[src/rtl/i2s_tx_param_if.sv]
// i2s_tx_param_if: sample stream and serial audio bundle for i2s_tx_param.
//   master : audio source / bench side (drives samples and format controls)
//   slave  : transmitter side (drives s_ready, clocks, serial data, status pulses)
// Signals: s_valid/s_ready/s_l/s_r frame handshake, fmt/mute controls,
//          mclk/sclk/lrck/sdout serial outputs, frame_start/underrun pulses.
interface i2s_tx_param_if #(
  parameter int DATA_W = 24
);
  logic              s_valid;
  logic              s_ready;
  logic [DATA_W-1:0] s_l;
  logic [DATA_W-1:0] s_r;
  logic              fmt;
  logic              mute;
  logic              mclk;
  logic              sclk;
  logic              lrck;
  logic              sdout;
  logic              frame_start;
  logic              underrun;

  modport master (
    output s_valid, s_l, s_r, fmt, mute,
    input  s_ready, mclk, sclk, lrck, sdout, frame_start, underrun
  );

  modport slave (
    input  s_valid, s_l, s_r, fmt, mute,
    output s_ready, mclk, sclk, lrck, sdout, frame_start, underrun
  );
endinterface

[src/rtl/i2s_tx_param.sv]
// i2s_tx_param: parametrised I2S / left-justified stereo transmitter.
// A small frame FIFO accepts {left,right} pairs over valid/ready; once per
// frame the head is moved into shadow registers and shifted out MSB first.
// Ports:
//   clk   - system clock, forwarded as mclk
//   reset - asynchronous active-low reset
//   bus   - i2s_tx_param_if.slave (handshake, fmt/mute, serial outputs, pulses)
module i2s_tx_param #(
  parameter int DATA_W     = 24,
  parameter int SLOT_W     = 32,
  parameter int SCLK_DIV   = 4,
  parameter int FIFO_DEPTH = 4
) (
  input  logic           clk,
  input  logic           reset,
  i2s_tx_param_if.slave  bus
);
  localparam int DIV_W = $clog2(SCLK_DIV);
  localparam int BIT_W = $clog2(2*SLOT_W);
  localparam int PTR_W = $clog2(FIFO_DEPTH);
  localparam int CNT_W = PTR_W + 1;

  typedef struct packed {
    logic [DATA_W-1:0] l;
    logic [DATA_W-1:0] r;
  } frame_t;

  logic [DIV_W-1:0] div_q, div_d;
  logic [BIT_W-1:0] bit_q, bit_d;
  logic [PTR_W-1:0] wp_q, rp_q;
  logic [CNT_W-1:0] cnt_q, cnt_d;
  frame_t           mem_q [FIFO_DEPTH];
  frame_t           sh_q, sh_d;
  logic             running_q, first_q, fmt_q, fmt_d;
  logic             sclk_q, lrck_q, sdout_q, fs_q, ur_q;
  logic             wrap, load, empty, full, push, pop, s_ready, sd_nxt;

  function automatic logic [BIT_W-1:0] slot_pos(input logic [BIT_W-1:0] b);
    return (b >= BIT_W'(SLOT_W)) ? b - BIT_W'(SLOT_W) : b;
  endfunction

  // Left-justified bit at slot position p; positions past the word are 0.
  function automatic logic lj_bit(input logic [DATA_W-1:0] w, input logic [BIT_W-1:0] p);
    logic b;
    b = 1'b0;
    for (int i = 0; i < DATA_W; i++)
      if (p == BIT_W'(i)) b = w[DATA_W-1-i];
    return b;
  endfunction

  assign wrap    = (div_q == DIV_W'(SCLK_DIV-1));
  assign load    = wrap && (bit_q == BIT_W'(2*SLOT_W-1));
  assign empty   = (cnt_q == '0);
  assign full    = (cnt_q == CNT_W'(FIFO_DEPTH));
  assign s_ready = running_q && !full;
  assign push    = bus.s_valid && s_ready;
  assign pop     = load && !empty;

  always_comb begin
    div_d = wrap ? '0 : div_q + 1'b1;
    bit_d = load ? '0 : (wrap ? bit_q + 1'b1 : bit_q);
    fmt_d = load ? bus.fmt : fmt_q;
    sh_d  = sh_q;
    if (load) sh_d = (pop && !bus.mute) ? mem_q[rp_q] : '0;
    cnt_d = cnt_q;
    case ({push, pop})
      2'b10:   cnt_d = cnt_q + 1'b1;
      2'b01:   cnt_d = cnt_q - 1'b1;
      default: cnt_d = cnt_q;
    endcase
    // Left-justified: the bit for the position being entered, from the
    // (possibly just-loaded) shadows. I2S: the bit of the position being
    // left, which yields the one-SCLK delay and carries the previous slot's
    // last bit into position 0.
    if (fmt_d)
      sd_nxt = lj_bit((bit_d >= BIT_W'(SLOT_W)) ? sh_d.r : sh_d.l, slot_pos(bit_d));
    else
      sd_nxt = lj_bit((bit_q >= BIT_W'(SLOT_W)) ? sh_q.r : sh_q.l, slot_pos(bit_q));
  end

  always_ff @(posedge clk or negedge reset) begin
    if (!reset) begin
      div_q     <= '0;
      bit_q     <= '0;
      wp_q      <= '0;
      rp_q      <= '0;
      cnt_q     <= '0;
      sh_q      <= '0;
      running_q <= 1'b0;
      first_q   <= 1'b1;
      fmt_q     <= 1'b0;
      sclk_q    <= 1'b0;
      lrck_q    <= 1'b0;
      sdout_q   <= 1'b0;
      fs_q      <= 1'b0;
      ur_q      <= 1'b0;
    end else begin
      div_q     <= div_d;
      bit_q     <= bit_d;
      cnt_q     <= cnt_d;
      sh_q      <= sh_d;
      fmt_q     <= fmt_d;
      running_q <= 1'b1;
      if (push) wp_q <= wp_q + 1'b1;
      if (pop)  rp_q <= rp_q + 1'b1;
      if (load) first_q <= 1'b0;
      // Registered from next-state so each output equals its counter decode.
      sclk_q    <= (div_d >= DIV_W'(SCLK_DIV/2));
      lrck_q    <= (bit_d >= BIT_W'(SLOT_W));
      if (wrap) sdout_q <= sd_nxt;
      fs_q      <= load;
      // The first load after reset follows the zeroed power-up frame and is
      // not reported as an underrun.
      ur_q      <= load && empty && !first_q;
    end
  end

  always_ff @(posedge clk) begin
    if (push) mem_q[wp_q] <= '{l: bus.s_l, r: bus.s_r};
  end

  assign bus.s_ready     = s_ready;
  assign bus.mclk        = clk;
  assign bus.sclk        = sclk_q;
  assign bus.lrck        = lrck_q;
  assign bus.sdout       = sdout_q;
  assign bus.frame_start = fs_q;
  assign bus.underrun    = ur_q;
endmodule

[src/flat_wrapper.sv]
// flat-port wrapper written by rule: the top's interface ports become plain ports
module i2s_tx_param_flat 
#(
  parameter int DATA_W     = 24,
  parameter int SLOT_W     = 32,
  parameter int SCLK_DIV   = 4,
  parameter int FIFO_DEPTH = 4
)
  (clk, reset, bus_s_valid, bus_s_l, bus_s_r, bus_fmt, bus_mute, bus_s_ready, bus_mclk, bus_sclk, bus_lrck, bus_sdout, bus_frame_start, bus_underrun);
  i2s_tx_param_if #(.DATA_W(DATA_W)) bus_i ();
  input  logic clk;
  input  logic reset;
  input wire logic [$bits(bus_i.s_valid)-1:0] bus_s_valid;
  input wire logic [$bits(bus_i.s_l)-1:0] bus_s_l;
  input wire logic [$bits(bus_i.s_r)-1:0] bus_s_r;
  input wire logic [$bits(bus_i.fmt)-1:0] bus_fmt;
  input wire logic [$bits(bus_i.mute)-1:0] bus_mute;
  output wire logic [$bits(bus_i.s_ready)-1:0] bus_s_ready;
  output wire logic [$bits(bus_i.mclk)-1:0] bus_mclk;
  output wire logic [$bits(bus_i.sclk)-1:0] bus_sclk;
  output wire logic [$bits(bus_i.lrck)-1:0] bus_lrck;
  output wire logic [$bits(bus_i.sdout)-1:0] bus_sdout;
  output wire logic [$bits(bus_i.frame_start)-1:0] bus_frame_start;
  output wire logic [$bits(bus_i.underrun)-1:0] bus_underrun;
  assign bus_i.s_valid = bus_s_valid;
  assign bus_i.s_l = bus_s_l;
  assign bus_i.s_r = bus_s_r;
  assign bus_i.fmt = bus_fmt;
  assign bus_i.mute = bus_mute;
  assign bus_s_ready = bus_i.s_ready;
  assign bus_mclk = bus_i.mclk;
  assign bus_sclk = bus_i.sclk;
  assign bus_lrck = bus_i.lrck;
  assign bus_sdout = bus_i.sdout;
  assign bus_frame_start = bus_i.frame_start;
  assign bus_underrun = bus_i.underrun;
  i2s_tx_param #(.DATA_W(DATA_W), .SLOT_W(SLOT_W), .SCLK_DIV(SCLK_DIV), .FIFO_DEPTH(FIFO_DEPTH)) u_core (.clk(clk), .reset(reset), .bus(bus_i));
endmodule
[config.mk]
export PLATFORM = sky130hd
export DESIGN_NAME = i2s_tx_param_flat
export DESIGN_NICKNAME = d
export VERILOG_FILES = /design/src/rtl/i2s_tx_param_if.sv /design/src/rtl/i2s_tx_param.sv /design/src/flat_wrapper.sv
export SDC_FILE = /design/constraint.sdc
export NUM_CORES = 1
export LEC_CHECK = 0
export CELL_PAD_IN_SITES_DETAIL_PLACEMENT = 1
export CELL_PAD_IN_SITES_GLOBAL_PLACEMENT = 1
export CORE_UTILIZATION = 45
export CTS_BUF_LIST = sky130_fd_sc_hd__clkbuf_4 sky130_fd_sc_hd__clkbuf_8 sky130_fd_sc_hd__clkbuf_16
export CTS_CLUSTER_SIZE = 20
export DETAILED_ROUTE_END_ITERATION = 10
export PLACE_DENSITY_LB_ADDON = 0.12
export SLEW_MARGIN = 20
export SYNTH_ARGS = -nofsm -noshare
export SYNTH_HDL_FRONTEND = slang
export SYNTH_SLANG_ARGS = --single-unit
[constraint.sdc]
create_clock -name clk -period 2.8 [get_ports clk]
set_clock_uncertainty 0.1 [all_clocks]
set_input_delay 0.28 -clock clk [delete_from_list [all_inputs] [get_ports clk]]
set_output_delay 0.28 -clock clk [all_outputs]
set_load 0.02 [all_outputs]
==> flow_summary.ini, run 1 <==
[synthesis]
synth.most_common_cell = edfxtp_1
ys_ff_latch = 262
synth_area_um2 = 11000
yosys-top-cells-area = edfxtp_1 (52%), dfrtp_1 (16%), mux4_2 (9.0%)
synth_edf_count = 192
synth_top_cell_area_share_pct = 52.3
synth_common_cells = edfxtp_1 (192), dfrtp_1 (69), mux4_2 (44)
ys_async_sr_fraction_pct = 26.7
synth_ff_type = edfxtp_1
synth_fp_nets = 722
ys_seq_area_share_pct = 68.2
yosysWarnings = 0
synth_top_area_cell = edfxtp_1
synthDistinctLibCells = 64
syn_avg_cell_area_um2 = 16.8
synthCells = 658

[layout]
drive_above_1_share_pct = 32.1
areaGrowthSynthToFinish_pct = 28.5
stdcell_count = 1175
regArea_um2 = 7530
fill_cells = 2175
multiInputGateArea_um2 = 3380
final_nets = 897
diodes = 0

[worst_hold_path]
hold_path_class = primary input to async pin

[status]
status = finished with violations
violations = negative setup slack

[sta]
max-slew-margin-rel_pct = 51.0
max_freq_mhz = 342
worst_slew_pin_slew_ns = 0.735
min_period_over_period_pct = 104
rsz0062_at_grt = true
layout_setup_ws_ns = -0.126
hold_viol_final = 0
period_needed_ns = 2.93
drv_slew = 0
finalSetupViolCount = 1

[critical_path]
worst-setup-path-type = register to register
r2r_setup_slack_ns = -0.13
path_cells = ha_4, nand4_4, or2_4, buf_6, buf_12, buf_8, a22o_1, mux2i_1, buf_4, nor4_1, a311o_1, nor4_4, a211oi_2
start_kind = register
cpLargestDelayFamily = simple AND/OR/NAND/NOR gates
ff2ff_path_depth = 13
crit_buf_inv = 4
cp-endpoint = u_core.bus.sdout
cpPeakStageDelay_ns = 0.40
worst-path-stages = 13
cp_data_arrival_time_ns = 3.38
reg2reg_to = u_core.bus.sdout
worstReg2RegStart = u_core.div_q[0]
cp_max_fo = 11
critPathSlowestCell = dfrtp_1
crit_start = u_core.div_q[0]
cp-end-kind = register
critPathRequiredTime_ns = 3.25

[pwr]
vdd_drop_max_v = 0.000575
power_density_nw_per_um2 = 666
p_leak_uw = 0.00513

[cts]
cts_tree = built
worstSkewPairLatency_ns = 0.67
clk_pin_slew_ns = 0.06

[placement]
dpl.hpwl_um = 19800
dp.cells = 1089
gp_congestion = 0.895
dp_worst_setup_slack_ns = -0.179
port_buffers = 59

[floorplan]
fp.coreArea_um2 = 23800
die_h_um = 159
start_util_pct = 46.4
ios = 60
row_count = 56
fp.dieArea_um2 = 25100
die_x_um = 159

[detailed_routing]
wl_per_cell_um = 24.6
via_per_inst = 5.68
dr_total_vias = 6675
wl_um = 28900
drcViolationCount = 0
drtPass1Iterations = 4
postRouteAntennaNets = 0
first_iter_violations = 410

[grt]
grt-ovfl-total = 0
grt_max_degree = 54
grt.total_usage_pct = 24.3
grt_pass1_vias = 7428
grt_pass1_wl_um = 44100
antenna_found_initial = 0

[job]
maxCapViolCount = 0
[routing by layer]
layer / routed length (µm) / track usage, %
met1: 12500 / 32.2
met2: 14300 / 40.5
met5: 0 / 0
met4: 993 / 9.20
met3: 1120 / 3.84
[flip-flops by register name, summed over array words and instances (netlist names)]
register	flops
u_core.bus.sdout	1
u_core.bit_q	6
u_core.bus.lrck	1
u_core.first_q	1
u_core.cnt_q	3
u_core.bus.frame_start	1
u_core.sh_q	48
u_core.div_q	2
u_core.running_q	1
u_core.mem_q	192
u_core.rp_q	2
u_core.fmt_q	1
u_core.wp_q	2
u_core.bus.underrun	1
[where the power goes]
group	internal [µW]	switching (µW)	total (µW)
Clock	2560	1590	4150
Sequential	4530	90.2	4620
Combinational	260	406	666
Total	7340	2090	9430
[cells by family after synthesis]
family | share of synthesized area (%)
simple gates | 4.73
flops | 68.2
xor+xnor | 0.874
other cells | 0.0340
compound gates | 8.37
mux | 13.8
buf+inv | 2.70
fa+ha+maj | 1.32
[through the flow]
stage | hold WS, ns | util, % | setup TNS [ns] | instance area, µm² | power (µW)
6_report | 0.117 | 59.7 | -0.126 | 14200 | 9430
3_3_place_gp | 0.272 | 53.4 | -0.161 | 12700 | 5340
2_1_floorplan | -0.116 | - | -0.0153 | 11100 | 5020
5_1_grt | 0.142 | 59.7 | -0.241 | 14200 | 9740
3_5_place_dp | 0.285 | 53.4 | -0.179 | 12700 | 5410
4_1_cts | 0.117 | 59.0 | -0.0958 | 14000 | 9540
[what timing repair did]
item	in CTS	in global routing
endpoints found under the setup margin	1	2
hold buffers	1	0
buffers inserted	16	11
hold endpoints to repair	51	0
gates cloned	2	0
resized for setup	18	22
pin swaps	10	20
[worst min path at each step]
stage	to	startpoint	slack, ns	cells past startpoint
after global placement	u_core.wp_q[1]	reset	0.27	1
final	u_core.bus.frame_start	reset	0.12	2
after global routing	u_core.mem_q[1][11]	bus_s_r[11]	0.14	1
after CTS	u_core.mem_q[1][40]	bus_s_l[16]	0.12	1
after floorplan	u_core.bit_q[0]	reset	-0.12	0
after detailed placement	u_core.wp_q[0]	reset	0.29	1
[layout by cell type, fill, tap and decap left out, types with 4 or more instances in the layout]
cell type	count
clkinv_1	6
nand4_1	4
buf_12	11
mux4_2	44
bufinv_16	4
nor4_1	4
buf_6	8
dfrtp_1	65
o2111ai_1	4
o21ai_0	16
nor3_1	6
ha_1	7
xor2_1	4
clkbuf_16	32
clkinv_2	8
a22o_1	42
mux2_2	15
and3_2	4
clkdlybuf4s50_1	58
nand2_1	21
inv_1	18
xnor2_1	6
mux2i_1	34
buf_4	101
a21oi_1	13
edfxtp_1	192
nor2_1	26
[worst reg2reg max path: stages, from the launching register on]
cell and delay [ns]:
dfrtp_1 0.40, ha_4 0.18, nand4_4 0.12, or2_4 0.29, buf_6 0.13, buf_12 0.14, buf_8 0.13, a22o_1 0.23
mux2i_1 0.17, buf_4 0.15, nor4_1 0.04, a311o_1 0.37, nor4_4 0.28, a211oi_2 0.09
[cell type report]
class | count | area share [%]
Tap cell | 319 | 2.82
Clock buffer | 38 | 6.08
Timing Repair Buffer | 181 | 12.1
Sequential cell | 262 | 53.1
Clock inverter | 20 | 1.49
Multi-Input combinational cell | 335 | 23.8
Inverter | 20 | 0.530
(Power assumes the default switching activity.)
==> run 2: changes to the inputs <==
==> constraint.sdc (replaced) <==
create_clock -name clk -period 2.47 [get_ports clk]
set_clock_uncertainty 0.1 [all_clocks]
set_input_delay 0.247 -clock clk [delete_from_list [all_inputs] [get_ports clk]]
set_output_delay 0.247 -clock clk [all_outputs]
set_load 0.02 [all_outputs]
==> run 2 against run 1 <==
  * The run still ends with negative setup slack left
  * Clock-buffer cell count increased by 7
  * Routed wire length decreased by 2.3%
  * Combinational power increased by 19%
  * Sequential share of layout area decreased by 0.59 points
  * Sequential power increased by 13%
  * Critical path depth decreased by 3
  * Global-route usage decreased by 0.61 points
  * Via count increased by 0.28%
  * Sequential cell count unchanged
  * Fmax decreased by 0.11%
  * Final cell count increased by 1.1%
  * First-iteration DRC count decreased by 26%
  * Critical path type unchanged
  * Highest routed layer unchanged
==> flow_summary.ini, run 2 (synthesis gave the netlist of run 1 again) <==
[critical_path]
critPathRequiredTime_ns = 2.91
crit_buf_inv = 1
critPathSlowestCell = or4_4
cp_max_fo = 17
cp-end-kind = register
ff2ff_path_depth = 10
worst-setup-path-type = register to register
worstReg2RegStart = u_core.div_q[0]
cpPeakStageDelay_ns = 0.54
cpLargestDelayFamily = simple AND/OR/NAND/NOR gates
r2r_setup_slack_ns = -0.46
path_cells = ha_4, nand4_4, or2_4, buf_12, a22o_4, mux2i_2, o32ai_2, or4_4, nor4_4, a211oi_2
reg2reg_to = u_core.bus.sdout
cp_data_arrival_time_ns = 3.37
start_kind = register

[status]
violations = negative setup slack
status = finished with violations

[layout]
max_flop_register = u_core.mem_q
largest_reg_flops = 192
areaGrowthSynthToFinish_pct = 29.9
stdcell_count = 1188
layout_common_cells = edfxtp_1 (192), buf_4 (108), dfrtp_1 (65)
drive_above_1_share_pct = 32.8
final_common_cell = edfxtp_1
final_nets = 911
reg_top3 = u_core.mem_q x192, u_core.sh_q x48, u_core.bit_q x6
diodes = 0

[floorplan]
fp.dieArea_um2 = 25100
start_util_pct = 46.4
ios = 60
die_x_um = 159
fp.coreArea_um2 = 23800
die_h_um = 159
row_count = 56

[cts]
worstSkewPairLatency_ns = 0.67
cts_tree = built
clk_pin_slew_ns = 0.06

[worst_hold_path]
hold_path_class = primary input to register
min_to = u_core.mem_q[0][30]
hp-start = bus_s_l[6]
hold_depth = 1

[placement]
dpl.hpwl_um = 19100
gp_congestion = 0.911
dp_worst_setup_slack_ns = -0.503
dp.cells = 1112
port_buffers = 59

[detailed_routing]
via_per_inst = 5.63
dr_total_vias = 6694
drtPass1Iterations = 4
drcViolationCount = 0
postRouteAntennaNets = 0
wl_per_cell_um = 23.8
wl_um = 28300
first_iter_violations = 304

[grt]
grt.total_usage_pct = 23.7
grt_pass1_wl_um = 43300
grt_pass1_vias = 7320
grt_max_degree = 49
grt-ovfl-total = 0
antenna_found_initial = 0

[sta]
layout_setup_ws_ns = -0.459
final.setup.tns_ns = -0.612
finalSetupViolCount = 2
drv_slew = 0
period_needed_ns = 2.93
hold_viol_final = 0
min_period_over_period_pct = 119
worst_slew_pin_slew_ns = 0.883
hold_ws_ns = 0.111
max-slew-margin-rel_pct = 41.0
rsz0062_at_grt = true
max_freq_mhz = 341

[pwr]
power_density_nw_per_um2 = 741
p_leak_uw = 0.00520
vdd_drop_max_v = 0.000622

[job]
maxCapViolCount = 0
==> run 2: per-layer routing <==
metal / vias to the layer above / track usage (%) / part of all wire [%]
li1: 3011 / - / -
met5: - / 0 / 0
met3: 46 / 3.81 / 4.8
met2: 154 / 39.1 / 49
met4: 0 / 7.78 / 2.6
met1: 3483 / 32.1 / 44
==> run 2: worst max path at each step <==
stage,endpoint,slack (ns),start,cells past startpoint
global route,u_core.bus.sdout,-0.54,u_core.div_q[0],10
finish,u_core.bus.sdout,-0.46,u_core.div_q[0],10
detailed placement,u_core.bus.sdout,-0.50,u_core.div_q[0],11
floorplan,u_core.bus.sdout,-0.34,u_core.div_q[1],11
CTS,u_core.bus.sdout,-0.37,u_core.rp_q[0],8
global placement,u_core.bus.sdout,-0.49,u_core.bit_q[0],10
==> run 2: layout make-up <==
class,count,area (µm²)
clock buffers,45,913
clock inverters,12,129
fillers,2128,9420
inverters,20,80.1
multi-input cells,335,3380
flip-flops and latches,262,7530
well taps,319,399
repair buffers,195,1900
==> run 2: power by group <==
group	switching [µW]	leakage, µW	internal, µW
combinational	468	0.00204	326
sequential	102	0.00265	5130
clock	1720	0.000518	2860
==> run 2: repair_timing <==
item / in CTS / in global routing
setup buffers: 9 / 9
resized for setup: 31 / 17
endpoints found under the hold margin: 69 / 0
endpoints found under the setup margin: 4 / 3
hold buffers: 2 / 0
gates cloned: 1 / 0
pin swaps: 14 / 18
==> run 2: through the flow <==
step	utilization, %	cell area (µm²)	power, µW
detailed placement	54.3	12900	6160
CTS	59.6	14200	10700
global route	60.3	14300	11000
global placement	54.3	12900	6090
floorplan	-	11100	5690
finish	60.3	14300	10600
==> run 3: changes to the inputs <==
--- a/config.mk
+++ b/config.mk
@@ -9,7 +9,6 @@
 export CELL_PAD_IN_SITES_GLOBAL_PLACEMENT = 1
 export CORE_UTILIZATION = 45
 export CTS_BUF_LIST = sky130_fd_sc_hd__clkbuf_4 sky130_fd_sc_hd__clkbuf_8 sky130_fd_sc_hd__clkbuf_16
-export CTS_CLUSTER_SIZE = 20
 export DETAILED_ROUTE_END_ITERATION = 10
 export PLACE_DENSITY_LB_ADDON = 0.12
 export SLEW_MARGIN = 20
==> results of run 3 <==
The final DEF is identical to that of run 2; final timing and power are the same.
